===== src/rtl/vin_frequency_avg_pkg.sv =====
// rtl/vin_frequency_avg_pkg.sv - shared state type for the period averaging stage
package vin_frequency_avg_pkg;

    typedef enum logic [1:0] {
        ST_EMPTY   = 2'd0,
        ST_FILLING = 2'd1,
        ST_FULL    = 2'd2
    } avg_state_e;

endpackage


===== src/rtl/vin_frequency_avg_tick.sv =====
// rtl/vin_frequency_avg_tick.sv - free-running prescaler producing the sample strobe
module vin_frequency_avg_tick #(
    parameter int SAMPLE_CNT = 250000
) (
    input  logic clk,
    input  logic rst_n,
    output logic tick
);

    localparam int CW = (SAMPLE_CNT > 2) ? $clog2(SAMPLE_CNT) : 1;
    localparam logic [CW-1:0] LAST = CW'(SAMPLE_CNT - 1);

    logic [CW-1:0] count;

    // Count 0..SAMPLE_CNT-1 and wrap; the strobe is decoded from the last count
    always_ff @(posedge clk or negedge rst_n) begin
        if (!rst_n) begin
            count <= '0;
        end else if (count == LAST) begin
            count <= '0;
        end else begin
            count <= count + 1'b1;
        end
    end

    assign tick = (count == LAST);

endmodule


===== src/rtl/vin_frequency_avg.sv =====
// rtl/vin_frequency_avg.sv - moving average of the upstream period word over 2^AVG_LOG2 ticks
module vin_frequency_avg
    import vin_frequency_avg_pkg::*;
#(
    parameter int WIDTH      = 32,
    parameter int AVG_LOG2   = 3,
    parameter int SAMPLE_CNT = 250000
) (
    input  logic             clk,
    input  logic             rst_n,
    input  logic [WIDTH-1:0] period_in,
    output logic [WIDTH-1:0] period_avg,
    output logic             avg_valid,
    output logic             sample_tick
);

    localparam int DEPTH  = 1 << AVG_LOG2;
    localparam int SUM_W  = WIDTH + AVG_LOG2;
    localparam int FILL_W = AVG_LOG2 + 1;

    avg_state_e          state, state_nxt;
    logic [SUM_W-1:0]    sum, sum_nxt;
    logic [AVG_LOG2-1:0] wr, wr_nxt;
    logic [FILL_W-1:0]   fill, fill_nxt;
    logic [WIDTH-1:0]    last_sample;
    logic                buf_we;
    logic [WIDTH-1:0]    buf_mem [DEPTH];
    logic [WIDTH-1:0]    oldest;
    logic                tick;

    vin_frequency_avg_tick #(
        .SAMPLE_CNT(SAMPLE_CNT)
    ) u_tick (
        .clk  (clk),
        .rst_n(rst_n),
        .tick (tick)
    );

    assign sample_tick = tick;
    // wr only moves at the edge after a tick, so this read is settled by the tick cycle
    assign oldest = buf_mem[wr];

    // Next state, running sum and pointers; everything holds except on a tick
    always_comb begin
        state_nxt = state;
        sum_nxt   = sum;
        wr_nxt    = wr;
        fill_nxt  = fill;
        buf_we    = 1'b0;
        if (tick) begin
            if (period_in == '0) begin
                state_nxt = ST_EMPTY;
                sum_nxt   = '0;
                wr_nxt    = '0;
                fill_nxt  = '0;
            end else begin
                buf_we = 1'b1;
                wr_nxt = wr + 1'b1;
                unique case (state)
                    ST_EMPTY: begin
                        sum_nxt   = SUM_W'(period_in);
                        fill_nxt  = FILL_W'(1);
                        state_nxt = ST_FILLING;
                    end
                    ST_FILLING: begin
                        sum_nxt  = sum + SUM_W'(period_in);
                        fill_nxt = fill + 1'b1;
                        if (fill == FILL_W'(DEPTH - 1)) begin
                            state_nxt = ST_FULL;
                        end
                    end
                    ST_FULL: begin
                        sum_nxt = sum - SUM_W'(oldest) + SUM_W'(period_in);
                    end
                    default: begin
                        state_nxt = ST_EMPTY;
                        sum_nxt   = '0;
                        wr_nxt    = '0;
                        fill_nxt  = '0;
                        buf_we    = 1'b0;
                    end
                endcase
            end
        end
    end

    // State, sum, pointers and the most recent sample for fill-time pass-through
    always_ff @(posedge clk or negedge rst_n) begin
        if (!rst_n) begin
            state       <= ST_EMPTY;
            sum         <= '0;
            wr          <= '0;
            fill        <= '0;
            last_sample <= '0;
        end else begin
            state <= state_nxt;
            sum   <= sum_nxt;
            wr    <= wr_nxt;
            fill  <= fill_nxt;
            if (buf_we) begin
                last_sample <= period_in;
            end
        end
    end

    // Ring buffer storage; stale contents are never read before the window is full
    always_ff @(posedge clk) begin
        if (buf_we) begin
            buf_mem[wr] <= period_in;
        end
    end

    // Output stage registered one cycle behind the sum/state update
    always_ff @(posedge clk or negedge rst_n) begin
        if (!rst_n) begin
            period_avg <= '0;
            avg_valid  <= 1'b0;
        end else begin
            unique case (state)
                ST_FILLING: begin
                    period_avg <= last_sample;
                    avg_valid  <= 1'b0;
                end
                ST_FULL: begin
                    period_avg <= sum[SUM_W-1:AVG_LOG2];
                    avg_valid  <= 1'b1;
                end
                default: begin
                    period_avg <= '0;
                    avg_valid  <= 1'b0;
                end
            endcase
        end
    end

endmodule


===== config.mk =====
export PLATFORM = sky130hd
export DESIGN_NAME = vin_frequency_avg
export DESIGN_NICKNAME = d
export VERILOG_FILES = /design/src/rtl/vin_frequency_avg_pkg.sv /design/src/rtl/vin_frequency_avg_tick.sv /design/src/rtl/vin_frequency_avg.sv
export SDC_FILE = /design/constraint.sdc
export NUM_CORES = 1
export LEC_CHECK = 0
export CAP_MARGIN = 10
export CORE_AREA = 10 10 271 169
export DETAILED_ROUTE_END_ITERATION = 10
export DIE_AREA = 0 0 281 179
export PLACE_DENSITY = 0.67
export SLEW_MARGIN = 40
export SYNTH_ARGS = -nofsm -noshare
export SYNTH_HDL_FRONTEND = slang
export SYNTH_HIERARCHICAL = 1
export SYNTH_SLANG_ARGS = --single-unit

===== constraint.sdc =====
create_clock -name clk -period 7.34 [get_ports clk]
set_input_delay 0.734 -clock clk [delete_from_list [all_inputs] [get_ports clk]]
set_output_delay 0.734 -clock clk [all_outputs]
set_load 0.005 [all_outputs]

Word-level counts from Yosys, hierarchy flattened
Memories as Yosys holds them, arrays and structs flattened. Index checks and enable logic that the tools add are counted.

RAM bits: 256. Input port bits: 34. Register bits after elaboration: 127. Logic and storage cells: 43. Memories: 1. Output and inout bits: 34.

Memories: buf_mem (words 8, width 32, rd ports 1, clocked after Yosys merged registers in 0, wr ports 1, line vin_frequency_avg.sv:27) `logic [WIDTH-1:0] buf_mem [DEPTH];`.

Reduce and logical (&&, ||, !) cells: 5. Add/subtract/negate cells: 6. Multiplexer cells: 17. Eq/ne operators: 6.

Operators with widths (number): 35-bit one-hot mux with 3 select lines (1); 35-bit by 32-bit adder with 35-bit output (2); 32-bit one-hot mux with 2 select lines (1); 35-bit two-way mux (1); 35-bit by 32-bit subtractor with 35-bit output (1); 32-bit zero test (1); 18-bit by 1-bit adder with 18-bit output, second input constant (1); 18-bit equality test, second input constant (1); 18-bit two-way mux (1); 4-bit one-hot mux with 3 select lines (1); 1-bit two-way mux (6); 3-bit two-way mux (2); 2-bit one-hot mux with 3 select lines (1); 4-bit by 1-bit adder with 4-bit output, second input constant (1); 4-bit by 3-bit equality test with 1-bit output, second input constant (1); 2-bit two-way mux (2); 4-bit two-way mux (1); 3-bit by 1-bit adder with 3-bit output, second input constant (1); 3-bit != test, second input constant (1); 3-bit AND reduction (1); 3-bit OR reduction (1); 2-bit by 1-bit equality test with 1-bit output, second input constant (1); 2-bit equality test, second input constant (1); 2-bit zero test (1); other kinds (2) (2).

Logic depth before layout (Yosys ltp)
Gate-level depths: netlist (run 1).

Word-level depth: 7. Mapped depth: 20. Depth with buffers taken out: 18.

Hierarchy
The synthesis (run 1) kept the hierarchy.

By module, submodules not included: vin_frequency_avg (times used 1, cells each 1688, area an instance 19377.3 um^2, seq. area each 10415.0 um^2); vin_frequency_avg_tick (times used 1, cells each 82, area an instance 848.3 um^2, seq. area each 450.4 um^2).

Worst setup path after synthesis (run 1)
Ideal clock, no wire load.

Kind: register -> register. Start point: register u_tick.count[11]. End point: memory buf_mem[2][0] (enable). Stages on the path, launching flop included: 9. Slack: 1455 ps. Data required time: 6827 ps. Path buffers: 3. Library setup time: 513 ps. Clock period less this slack: 5885 ps. Data arrival time: 5372 ps. Path through: dfrtp_1 > nor4_1 > nand3b_1 > nor3_1 > clkbuf_1 > clkbuf_1 > o211ai_2 > clkbuf_1 > nor4b_1.

Cells in the longest elaborated chain, start to end: 4.

RTL lines: start: declaration (line vin_frequency_avg_tick.sv:13) `logic [CW-1:0] count;`; start signal: assignment (line vin_frequency_avg_tick.sv:22) `count <= count + 1'b1;`; 18-bit equality test (line vin_frequency_avg_tick.sv:26) `assign tick = (count == LAST);`; net sample_tick (line vin_frequency_avg.sv:14) `output logic sample_tick`; 1-bit two-way mux (line vin_frequency_avg.sv:50) `if (tick) begin`; 1-bit two-way mux (line vin_frequency_avg.sv:108) `if (buf_we) begin`; 1-bit two-way mux (not written as such) (line vin_frequency_avg.sv:109) `buf_mem[wr] <= period_in;`; end: declaration (line vin_frequency_avg.sv:27).

The timed path passes the listed nets, and every way through them passes these cells.

Worst setup path after layout (run 1)
Start point: register wr[1]. End point: register sum[26].

Cells in the longest elaborated chain, start to end: 5.

RTL lines: start: declaration (line vin_frequency_avg.sv:23) `logic [AVG_LOG2-1:0] wr, wr_nxt;`; start signal: assignment (line vin_frequency_avg.sv:98) `wr <= wr_nxt;`; memory read 8 x 32 bit; 35-bit by 32-bit subtractor with 35-bit output (line vin_frequency_avg.sv:73) `sum_nxt = sum - SUM_W'(oldest) + SUM_W'(period_in);`; 35-bit by 32-bit adder with 35-bit output (line vin_frequency_avg.sv:73); 35-bit one-hot mux with 3 select lines (line vin_frequency_avg.sv:59) `unique case (state)`; 35-bit two-way mux (line vin_frequency_avg.sv:51) `if (period_in == '0) begin`; end signal: assignment (line vin_frequency_avg.sv:97) `sum <= sum_nxt;`; end: declaration (line vin_frequency_avg.sv:22) `logic [SUM_W-1:0] sum, sum_nxt;`.

No other way between the ends. A chain may end at the register's enable or synchronous reset.

==> impl_metrics.toml, run 1 <==
[outcome]
run_status = "finished, final reports clean"

[global_routing]
grt_pass1_vias = 14200
grt_start_max_net_pins = 83
grt.overflow.total = 0
grtUsageTotal = 0.220
antenna_found_initial = 0
grt_pass1_wl_um = 85100

[clocking]
clock_tree_from_tritoncts = "done"
htree_num_levels = 2
cts.hold.buffers_added = 0
post-cts-setup-buffers = 0
clockBufferDepth = 3
worst_skew_pair.late_latency_ns = 0.55
cts_sinks = 383
cts.clk_slew.worst_paths_ns = 0.07
tritoncts.num_buffers = 36
clk_root_buffer_cell = "sky130_fd_sc_hd__clkbuf_16"
post_cts_resized = 0

[setup_path]
worst-setup-path-type = "reg -> reg"
timing.critical_path.slowest_stage_cell = "sky130_fd_sc_hd__buf_4"
req_time_crit_path_ns = 7.75
end_kind = "register"
critical_path.startpoint_type = "register"
cpLargestDelayFamily = "compound AO/OA/AOI/OAI gates"
crit_path_max_incr_delay_ns = 0.66
worst_path_bufs_invs = 1
timing.critical_path.cells = "buf_4 > and2_1 > a21oi_1 > o22a_1 > o21ai_0 > fa_1 > fa_1 > and2b_1 > o2111ai_2 > a2111oi_2 > o41ai_2 > o31ai_1 > nand3_1 > mux2i_1 > a221oi_1 > o21ai_0"
timing.critical_path.arrival_ns = 6.15
worstPathMaxFanout = 51

[detailed_routing]
drc_errors = 0
vias_per_cell = 6.11
vias = 14500
drtIter0Drc = 1535
ant_nets = 0
first_pass_iters = 6
wire_length_per_cell_after_detailed_routing_um = 23.3
drt_wl_total_um = 55400

[timing]
post-route-min-period_ns = 5.74
tightestPinTransition_ns = 0.869
maxClockFrequency_ghz = 0.174
layout_setup_ws_ns = 1.60
setup_repair_after_global_routing_missed_its_margin = "no"
final.setup.tns_ns = 0
slew_viol_final = 0
worst_slew_margin_rel = 0.417
final_hold_viol_count = 0
finalSetupViolCount = 0
layout_worst_path_cycle_share = 0.782
fin_skew_ns = 0.0175

[synthesis]
ys_seq_area_frac = 0.537
ys.warnings.count = 6
syn-num-nets = 1913
mapped_area_mm2 = 0.0202
postSynth.asyncResetShare = 0.332
synthFlopType = "sky130_fd_sc_hd__edfxtp_1"
synth_area_leader_cell = "sky130_fd_sc_hd__edfxtp_1"
netlist_top_cells_area = "sky130_fd_sc_hd__edfxtp_1 38%, sky130_fd_sc_hd__dfrtp_1 16%, sky130_fd_sc_hd__ha_1 4.7%, sky130_fd_sc_hd__fa_1 3.3%, sky130_fd_sc_hd__mux2i_1 3.0%"
synthCells = 1770
synth-edff-count = 256
area_share_of_the_largest_cell_type_after_synthesis = 0.380
synthesis.area_per_instance_um2 = 11.4
synth_seq_cells = 383
number_of_library_cell_types_mapped_by_synthesis = 81

[floorplan]
std_cell_rows = 58
core_area_mm2 = 0.0411
die_height_um = 179
initial_core_util = 0.492
die_footprint_mm2 = 0.0503
fp.dieW_um = 281
design.portCount = 68

[worst_hold_path]
hold_path_class = "in -> async"

[power_and_ir_drop]
finalPower_mw = 4.56
power_density_cells_mw_per_mm2 = 201
ir_worst_vdd_v = 0.000273
static-leakage-power_nw = 8.84

[job]
max_cap_violations = 0

[layout]
num-nets-final = 1955
layout-drive-gt1-share = 0.0854
post-route-util = 0.552
layout-area-overhead-vs-synth_pct = 12.3
antenna_cells_inserted = 0

[placed_design]
dp.final_hpwl_um = 37500
placement.setup.worst_slack_ns = 1.75
place.port_buffers = 67
globalplace.congestion = 0.952
cells in the mapped netlist, types with 34 or more instances:
cell / count
sky130_fd_sc_hd__edfxtp_1: 256
sky130_fd_sc_hd__inv_1: 158
sky130_fd_sc_hd__dfrtp_1: 127
sky130_fd_sc_hd__o21ai_0: 111
sky130_fd_sc_hd__nand2_1: 109
sky130_fd_sc_hd__a21oi_1: 105
sky130_fd_sc_hd__nor2_1: 90
sky130_fd_sc_hd__ha_1: 76
sky130_fd_sc_hd__clkbuf_1: 75
sky130_fd_sc_hd__a22oi_1: 72
sky130_fd_sc_hd__mux2i_1: 61
sky130_fd_sc_hd__nor2b_1: 40
sky130_fd_sc_hd__nand3_1: 34
through the flow:
step / cells / instance area, um^2 / hold slack, ns
6_report: 2379 / 22700 / 0.164
4_1_cts: 2379 / 22700 / 0.204
5_1_grt: 2379 / 22700 / 0.195
2_1_floorplan: 1770 / 20200 / 0.438
3_3_place_gp: 2313 / 21500 / 0.466
3_5_place_dp: 2314 / 21500 / 0.471
cells by family (layout without fill, tap and decap cells):
kind of cell | count (synthesis) | after routing | share of synthesized area
AO/OA/AOI/OAI | 485 | 485 | 0.161
XOR/XNOR | 67 | 67 | 0.0294
adder cells (fa/ha/maj) | 109 | 109 | 0.0797
buffers and inverters | 253 | 322 | 0.0476
flip-flops | 383 | 383 | 0.537
multiplexers | 99 | 99 | 0.0547
AND/OR/NAND/NOR | 374 | 374 | 0.0904
power by group:
part	leakage (nW)	internal [mW]	switching, mW
Sequential	3.92	2.31	0.0000000000159
Clock	0.574	1.07	0.833
Combinational	4.35	0.121	0.228
path summary, 6_finish.rpt:
kind	start	to	slack (ns)	cells after the start
setup / recovery	wr[1]$_DFFE_PN0P_	sum[26]$_DFFE_PN0P_	1.60	16
hold / removal	rst_n	wr[2]$_DFFE_PN0P_	0.16	1
setup reg to reg	wr[1]$_DFFE_PN0P_	sum[26]$_DFFE_PN0P_	1.60	16
hold reg to reg	last_sample[4]$_DFFE_PN0P_	last_sample[4]$_DFFE_PN0P_	0.48	2
max in group asynchronous	rst_n	sum[28]$_DFFE_PN0P_	6.03	3
min in group clk	last_sample[4]$_DFFE_PN0P_	last_sample[4]$_DFFE_PN0P_	0.48	2
cell usage in the layout, fill, tap and decap left out, types with 20 or more instances in the layout:
master                            synthesis  routed
sky130_fd_sc_hd__o22a_1                  29      29
sky130_fd_sc_hd__a21o_1                  29      29
sky130_fd_sc_hd__inv_1                  158     158
sky130_fd_sc_hd__xor2_1                  33      33
sky130_fd_sc_hd__a21oi_1                105     105
sky130_fd_sc_hd__mux2i_1                 61      61
sky130_fd_sc_hd__nand3_1                 34      34
sky130_fd_sc_hd__buf_4                    0      29
sky130_fd_sc_hd__fa_1                    33      33
sky130_fd_sc_hd__dfrtp_1                127     124
sky130_fd_sc_hd__edfxtp_1               256     256
sky130_fd_sc_hd__nor2b_1                 40      39
sky130_fd_sc_hd__a222oi_1                20      20
sky130_fd_sc_hd__xnor2_1                 33      33
sky130_fd_sc_hd__o22ai_1                 26      26
sky130_fd_sc_hd__o21ai_0                111     111
sky130_fd_sc_hd__mux2_2                  32      32
sky130_fd_sc_hd__nand2_1                109     109
sky130_fd_sc_hd__nand4_1                 21      21
sky130_fd_sc_hd__a22oi_1                 72      72
sky130_fd_sc_hd__ha_1                    76      73
sky130_fd_sc_hd__clkbuf_16                0      37
sky130_fd_sc_hd__nor2_1                  90      86
sky130_fd_sc_hd__clkdlybuf4s50_1          0      66
sequential cells by signal, summed over array words and instances, names as in the netlist:
| signal | count |
|---|---|
| wr | 3 |
| state | 2 |
| fill | 4 |
| buf_mem | 256 |
| last_sample | 32 |
| sum | 35 |
| avg_valid | 1 |
| u_tick/count | 18 |
| period_avg | 32 |
routing by layer:
layer  track usage  routed length (um)  part of all wire
met5             0                   0                 0
met4        0.0551                1070             0.019
met3        0.0477                4930             0.089
met2         0.328               23800              0.43
met1         0.321               25600              0.46
area by class of cell:
| type | instances | area, um^2 |
|---|---|---|
| fillers | 3475 | 18400 |
| well taps | 540 | 676 |
| flip-flops and latches | 383 | 10900 |
| clock buffers | 45 | 956 |
| inverters | 159 | 597 |
| multi-input cells | 1134 | 8480 |
| clock inverters | 20 | 215 |
| repair buffers | 98 | 921 |
Note: power is estimated with default switching activity, not from simulation.
==> inputs of run 2 (changes only) <==
--- a/config.mk
+++ b/config.mk
@@ -9,7 +9,7 @@
 export CORE_AREA = 10 10 271 169
 export DETAILED_ROUTE_END_ITERATION = 10
 export DIE_AREA = 0 0 281 179
-export PLACE_DENSITY = 0.67
+export PLACE_DENSITY = 0.69
 export SLEW_MARGIN = 40
 export SYNTH_ARGS = -nofsm -noshare
 export SYNTH_HDL_FRONTEND = slang
==> constraint.sdc (replaced) <==
create_clock -name clk -period 4.8 [get_ports clk]
set_input_delay 0.48 -clock clk [delete_from_list [all_inputs] [get_ports clk]]
set_output_delay 0.48 -clock clk [all_outputs]
set_load 0.005 [all_outputs]
==> impl_metrics.toml, run 2 (synthesis results as in run 1) <==
[layout]
largest_reg_flops = 256
antenna_cells_inserted = 0
register_area_mm2 = 0.0109
layout-drive-gt1-share = 0.141
biggestRegsByFlops = "buf_mem x256, sum x35"
n_fill_cell = 3381
layout_commonest_cell = "sky130_fd_sc_hd__edfxtp_1"
layout-area-overhead-vs-synth_pct = 17.2
most-common-layout-cells = "256 x sky130_fd_sc_hd__edfxtp_1, 158 x sky130_fd_sc_hd__inv_1, 126 x sky130_fd_sc_hd__buf_4"
num-nets-final = 2061
largest_register = "buf_mem"
post_layout_nonfiller_instances = 2486
multi_input_gate_area_in_the_final_layout_mm2 = 0.00857

[timing]
layout_setup_ws_ns = 0.173
setup_repair_after_global_routing_missed_its_margin = "yes"
tightestPinTransition_ns = 0.845
slew_viol_final = 0
maxClockFrequency_ghz = 0.216
finalSetupViolCount = 0
layout_worst_path_cycle_share = 0.964
final_hold_viol_count = 0
fin_skew_ns = 0.0189
post-route-min-period_ns = 4.63
worst_slew_margin_rel = 0.435

[outcome]
run_status = "finished, final reports clean"

[clocking]
tritoncts.num_buffers = 37
clock_tree_from_tritoncts = "done"
htree_num_levels = 2
clk_root_buffer_cell = "sky130_fd_sc_hd__clkbuf_16"
clockBufferDepth = 3
cts.clk_slew.worst_paths_ns = 0.06
worst_skew_pair.late_latency_ns = 0.56
cts_sinks = 383

[detailed_routing]
drt_wl_total_um = 57600
drc_errors = 0
ant_nets = 0
vias_per_cell = 6.07
vias = 15100
drtIter0Drc = 1669
wire_length_per_cell_after_detailed_routing_um = 23.2
first_pass_iters = 7

[placed_design]
place_inst = 2407
place.port_buffers = 67
placement.setup.worst_slack_ns = 0.135
globalplace.congestion = 0.999
dp.final_hpwl_um = 40200

[setup_path]
req_time_crit_path_ns = 5.24
critical_path.startpoint_type = "register"
end_kind = "register"
worstPathMaxFanout = 5
worst-setup-path-type = "reg -> reg"
timing.critical_path.arrival_ns = 5.06

[floorplan]
die_footprint_mm2 = 0.0503
initial_core_util = 0.492
core_area_mm2 = 0.0411
design.portCount = 68
std_cell_rows = 58
fp.dieW_um = 281
die_height_um = 179

[global_routing]
met2_usage_in_global_routing = 0.353
antenna_found_initial = 1
grt.busiest_layer = "met2"
grtUsageTotal = 0.228
grt_pass1_vias = 14700
grt_start_max_net_pins = 62
met3_usage = 0.0416
grt.overflow.total = 0
met1_capacity_usage_during_global_routing = 0.332
grt_pass1_wl_um = 88500

[worst_hold_path]
hold_path_class = "in -> async"

[power_and_ir_drop]
static-leakage-power_nw = 9.38
power_density_cells_mw_per_mm2 = 298
finalPower_mw = 7.06
ir_worst_vdd_v = 0.000239

[job]
max_cap_violations = 0
## run 2: cell types whose count changed in the layout (fill, tap and decap cells not counted), sizes merged
cell	before	now
clkinvlp	0	3
buf	32	136
dlygate4sd3	0	1
clkbuf	45	47
clkinv	16	13
bufinv	4	3
inv	159	160
## run 2: worst paths after layout
| path | slack (ns) | startpoint | depth (start not counted) | endpoint |
|---|---|---|---|---|
| hold reg to reg | 0.48 | u_tick/count[0]$_DFF_PN0_ | 1 | u_tick/count[0]$_DFF_PN0_ |
| setup / recovery | 0.17 | wr[0]$_DFFE_PN0P_ | 19 | sum[30]$_DFFE_PN0P_ |
| min in group clk | 0.48 | u_tick/count[0]$_DFF_PN0_ | 1 | u_tick/count[0]$_DFF_PN0_ |
| setup reg to reg | 0.17 | wr[0]$_DFFE_PN0P_ | 19 | sum[30]$_DFFE_PN0P_ |
| hold / removal | 0.48 | rst_n | 2 | sum[2]$_DFFE_PN0P_ |
| max in group asynchronous | 3.32 | rst_n | 3 | last_sample[31]$_DFFE_PN0P_ |
## run 2: power by group
part / total (mW) / internal (mW) / switching [mW] / leakage, nW
clock: 2.94 / 1.61 / 1.33 / 0.570
sequential: 3.53 / 3.53 / 0.0000000000237 / 3.92
combinational: 0.589 / 0.226 / 0.363 / 4.90
total: 7.06 / 5.37 / 1.69 / 9.38
## run 2: metrics by stage
step,utilization,hold WS (ns),TNS (ns),instance area [um^2]
after floorplan,-,0.184,-4.26,20200
after global placement,0.543,0.463,0,22300
after detailed placement,0.543,0.472,0,22300
after CTS,0.572,0.484,0,23600
after global routing,0.576,0.494,-0.00248,23700
final,0.576,0.480,0,23700
## run 2: worst max-delay path: stages, from the launching register on
cell and delay, ns:
sky130_fd_sc_hd__dfrtp_4 0.52, sky130_fd_sc_hd__buf_4 0.16, sky130_fd_sc_hd__buf_4 0.14, sky130_fd_sc_hd__mux2_2 0.27, sky130_fd_sc_hd__a22oi_1 0.14, sky130_fd_sc_hd__o22a_1 0.16, sky130_fd_sc_hd__o21ai_0 0.08, sky130_fd_sc_hd__buf_4 0.16
sky130_fd_sc_hd__fa_1 0.47, sky130_fd_sc_hd__inv_1 0.05, sky130_fd_sc_hd__ha_1 0.35, sky130_fd_sc_hd__a21oi_1 0.25, sky130_fd_sc_hd__o21ai_1 0.12, sky130_fd_sc_hd__nor2b_2 0.21, sky130_fd_sc_hd__a41o_2 0.31, sky130_fd_sc_hd__a2111oi_4 0.38
sky130_fd_sc_hd__nor2_2 0.14, sky130_fd_sc_hd__xnor2_2 0.15, sky130_fd_sc_hd__o21ai_1 0.07, sky130_fd_sc_hd__or3_1 0.37
## run 2: metal layers
layer,wire [um],vias to the layer above,share of wire
met3,4800,86,0.083
met4,1030,0,0.018
met1,26100,7514,0.45
li1,-,6830,-
met2,25600,667,0.45
met5,0,-,0
## run 2: layout make-up
| class | count | share of cell area |
|---|---|---|
| Timing Repair Buffer | 203 | 0.0759 |
| Clock inverter | 20 | 0.00987 |
| Tap cell | 540 | 0.0285 |
| Sequential cell | 383 | 0.459 |
| Inverter | 159 | 0.0252 |
| Multi-Input combinational cell | 1134 | 0.361 |
| Clock buffer | 47 | 0.0406 |
## run 2: repair_timing
action | CTS | global route
hold buffers | 1 | 0
hold endpoints to repair | 59 | 0
setup endpoints to repair | 0 | 8
resized for setup | 0 | 16
setup buffers | 0 | 11
==> inputs of run 3 (changes only) <==
--- a/config.mk
+++ b/config.mk
@@ -5,10 +5,12 @@
 export SDC_FILE = /design/constraint.sdc
 export NUM_CORES = 1
 export LEC_CHECK = 0
+export ABC_AREA = 1
+export ABC_CLOCK_PERIOD_IN_PS = 4800
 export CAP_MARGIN = 10
-export CORE_AREA = 10 10 271 169
+export CORE_AREA = 2 2 271 166
 export DETAILED_ROUTE_END_ITERATION = 10
-export DIE_AREA = 0 0 281 179
+export DIE_AREA = 0 0 273 168
 export PLACE_DENSITY = 0.69
 export SLEW_MARGIN = 40
 export SYNTH_ARGS = -nofsm -noshare
==> impl_metrics.toml, run 3 <==
[outcome]
run_status = "finished, final reports clean"

[synthesis]
synth_seq_cells = 383
area_share_of_the_largest_cell_type_after_synthesis = 0.359
mapped_area_mm2 = 0.0214
netlist_top_cells_area = "sky130_fd_sc_hd__edfxtp_1 36%, sky130_fd_sc_hd__dfrtp_1 15%, sky130_fd_sc_hd__nand2_1 13%, sky130_fd_sc_hd__inv_1 6.8%, sky130_fd_sc_hd__nor2_1 4.7%"
synth-edff-count = 256
ys.warnings.count = 6
synthFlopType = "sky130_fd_sc_hd__edfxtp_1"
syn-num-nets = 2687
netlist_top_cells_count = "733 x sky130_fd_sc_hd__nand2_1, 386 x sky130_fd_sc_hd__inv_1, 268 x sky130_fd_sc_hd__nor2_1"
synthCells = 2544
postSynth.asyncResetShare = 0.332
post-synth-top-count-cell = "sky130_fd_sc_hd__nand2_1"
synth_area_leader_cell = "sky130_fd_sc_hd__edfxtp_1"
synthesis.area_per_instance_um2 = 8.42
number_of_library_cell_types_mapped_by_synthesis = 47
ys_seq_area_frac = 0.507

[placed_design]
globalplace.congestion = 1.06
place_inst = 3195
dpl_cell_area_mm2 = 0.0233
place.port_buffers = 67
dp.final_hpwl_um = 48700

[timing]
final.hold.worst_slack_ns = 0.481
slew_viol_final = 0
fin_skew_ns = 0.0334
maxClockFrequency_ghz = 0.227
setup_repair_after_global_routing_missed_its_margin = "no"
post-route-min-period_ns = 4.41
worst_slew_margin_rel = 0.428
finalSetupViolCount = 0
final_hold_viol_count = 0
tightestPinTransition_ns = 0.859
final.setup.tns_ns = 0
layout_worst_path_cycle_share = 0.919

[setup_path]
setup.reg_to_reg.worst_slack_ns = 0.39
worst-setup-path-type = "reg -> reg"
end_kind = "register"
req_time_crit_path_ns = 5.29
worstPathMaxFanout = 29
timing.critical_path.arrival_ns = 4.90
critical_path.startpoint_type = "register"

[floorplan]
std_cell_rows = 60
die_footprint_mm2 = 0.0459
fp.dieW_um = 273
initial_core_util = 0.488
design.portCount = 68
core_area_mm2 = 0.0438
die_height_um = 168

[clocking]
clockBufferDepth = 3
cts.clk_slew.worst_paths_ns = 0.07
cts_sinks = 383
worst_skew_pair.late_latency_ns = 0.57
htree_num_levels = 2
tritoncts.num_buffers = 38
clk_root_buffer_cell = "sky130_fd_sc_hd__clkbuf_16"
clock_tree_from_tritoncts = "done"

[power_and_ir_drop]
static-leakage-power_nw = 11.0
ir_worst_vdd_v = 0.000270
finalPower_mw = 7.33
power_density_cells_mw_per_mm2 = 297

[detailed_routing]
first_pass_iters = 6
ant_nets = 0
wire_length_per_cell_after_detailed_routing_um = 20.7
vias_per_cell = 5.55
drtIter0Drc = 2314
drc_errors = 0
vias = 18200
drt_wl_total_um = 67600

[layout]
most-common-layout-cells = "732 x sky130_fd_sc_hd__nand2_1, 384 x sky130_fd_sc_hd__inv_1, 257 x sky130_fd_sc_hd__nor2_1"
layout_commonest_cell = "sky130_fd_sc_hd__nand2_1"
largest_reg_flops = 256
layout-area-overhead-vs-synth_pct = 15.3
num-nets-final = 2794
antenna_cells_inserted = 0
fin_area_mm2 = 0.0247
largest_register = "buf_mem"
n_fill_cell = 3964
post_layout_nonfiller_instances = 3270
biggestRegsByFlops = "buf_mem x256, sum x35"
layout-drive-gt1-share = 0.0664

[global_routing]
grt_pass1_vias = 16800
grt_pass1_wl_um = 103000
grt.overflow.total = 0
grt_start_max_net_pins = 94
antenna_found_initial = 0
grtUsageTotal = 0.297

[worst_hold_path]
hold_path_class = "reg -> reg"

[job]
max_cap_violations = 0
==> run 3: cell count changes in the layout (fill, tap and decap cells not counted), moves of 32 or more <==
cell                      previous run  this run
sky130_fd_sc_hd__nand2_1           109       732
sky130_fd_sc_hd__nor2_1             87       257
sky130_fd_sc_hd__inv_1             158       384
sky130_fd_sc_hd__buf_4             126        52
sky130_fd_sc_hd__mux2_2             32         0
sky130_fd_sc_hd__nand3_1            34       125
sky130_fd_sc_hd__nor2b_1            38         0
sky130_fd_sc_hd__a22oi_1            72         0
sky130_fd_sc_hd__mux2i_1            61         0
==> run 3: worst max-delay path, cell delays in order (launching register included) <==
cell and delay [ns]:
sky130_fd_sc_hd__dfrtp_1 0.45, sky130_fd_sc_hd__nor2_1 0.07, sky130_fd_sc_hd__inv_1 0.23, sky130_fd_sc_hd__nor2_2 0.15
sky130_fd_sc_hd__buf_12 0.20, sky130_fd_sc_hd__a221oi_1 0.35, sky130_fd_sc_hd__o221ai_1 0.24, sky130_fd_sc_hd__fa_1 0.53
sky130_fd_sc_hd__inv_1 0.05, sky130_fd_sc_hd__ha_1 0.38, sky130_fd_sc_hd__nand2_1 0.13, sky130_fd_sc_hd__nor2_1 0.14
sky130_fd_sc_hd__nand3_1 0.09, sky130_fd_sc_hd__nand2_1 0.19, sky130_fd_sc_hd__nand2_1 0.08, sky130_fd_sc_hd__nand2_1 0.28
sky130_fd_sc_hd__nand2_1 0.14, sky130_fd_sc_hd__nand3b_1 0.11, sky130_fd_sc_hd__nand3_1 0.20, sky130_fd_sc_hd__nand3_1 0.18
sky130_fd_sc_hd__nand2_1 0.06, sky130_fd_sc_hd__nand2_1 0.07
==> run 3: stage by stage <==
stage,utilization,worst slack (ns)
after floorplan,-,1.49
after global placement,0.525,0.400
after detailed placement,0.532,0.372
after CTS,0.562,0.323
after global routing,0.563,0.104
final,0.563,0.389
==> run 3: what timing repair did <==
item,4_1_cts,5_1_grt
resized for setup,0,3
setup endpoints to repair,0,7
hold endpoints to repair,53,0
hold buffers,1,0
buffers inserted,0,3
==> run 3: kinds of logic (layout without fill, tap and decap cells) <==
kind of cell	Yosys count	in the layout	synth area share
and+or+nand+nor	1226	1226	0.234
buffers and inverters	460	597	0.0830
DFF	383	383	0.507
AOI/OAI and AO/OA	351	351	0.0940
adders and majority gates	109	109	0.0752
xor gates and xnor gates	15	15	0.00613
==> run 3: path summary, 6_finish.rpt <==
path,to,cells past startpoint,from
max,sum[19]$_DFFE_PN0P_,21,wr[1]$_DFFE_PN0P_
min,last_sample[0]$_DFFE_PN0P_,2,last_sample[0]$_DFFE_PN0P_
max reg2reg,sum[19]$_DFFE_PN0P_,21,wr[1]$_DFFE_PN0P_
min reg2reg,last_sample[0]$_DFFE_PN0P_,2,last_sample[0]$_DFFE_PN0P_
max in group asynchronous,sum[2]$_DFFE_PN0P_,3,rst_n
min in group asynchronous,last_sample[26]$_DFFE_PN0P_,2,rst_n
==> run 3: cell type report <==
cell class / count / area [um^2] / share of cell area
clock buffers: 48 / 1050 / 0.0425
repair buffers: 136 / 1440 / 0.0584
inverters: 391 / 1470 / 0.0596
well taps: 589 / 737 / 0.0298
multi-input cells: 1701 / 8860 / 0.359
flip-flops and latches: 383 / 10900 / 0.440
clock inverters: 22 / 268 / 0.0108
==> run 3: power breakdown <==
| group | switching [mW] | leakage (nW) | internal (mW) |
|---|---|---|---|
| clock | 1.37 | 0.635 | 1.80 |
| sequential | 0 | 3.86 | 3.53 |
| combinational | 0.441 | 6.46 | 0.196 |
| total | 1.81 | 11.0 | 5.52 |
==> run 3: layer usage <==
layer	part of all wire	up-vias	track usage
met4	0.018	0	0.0594
met3	0.099	88	0.0595
met2	0.41	905	0.422
met5	0	-	0
met1	0.47	8652	0.468
li1	-	8515	-
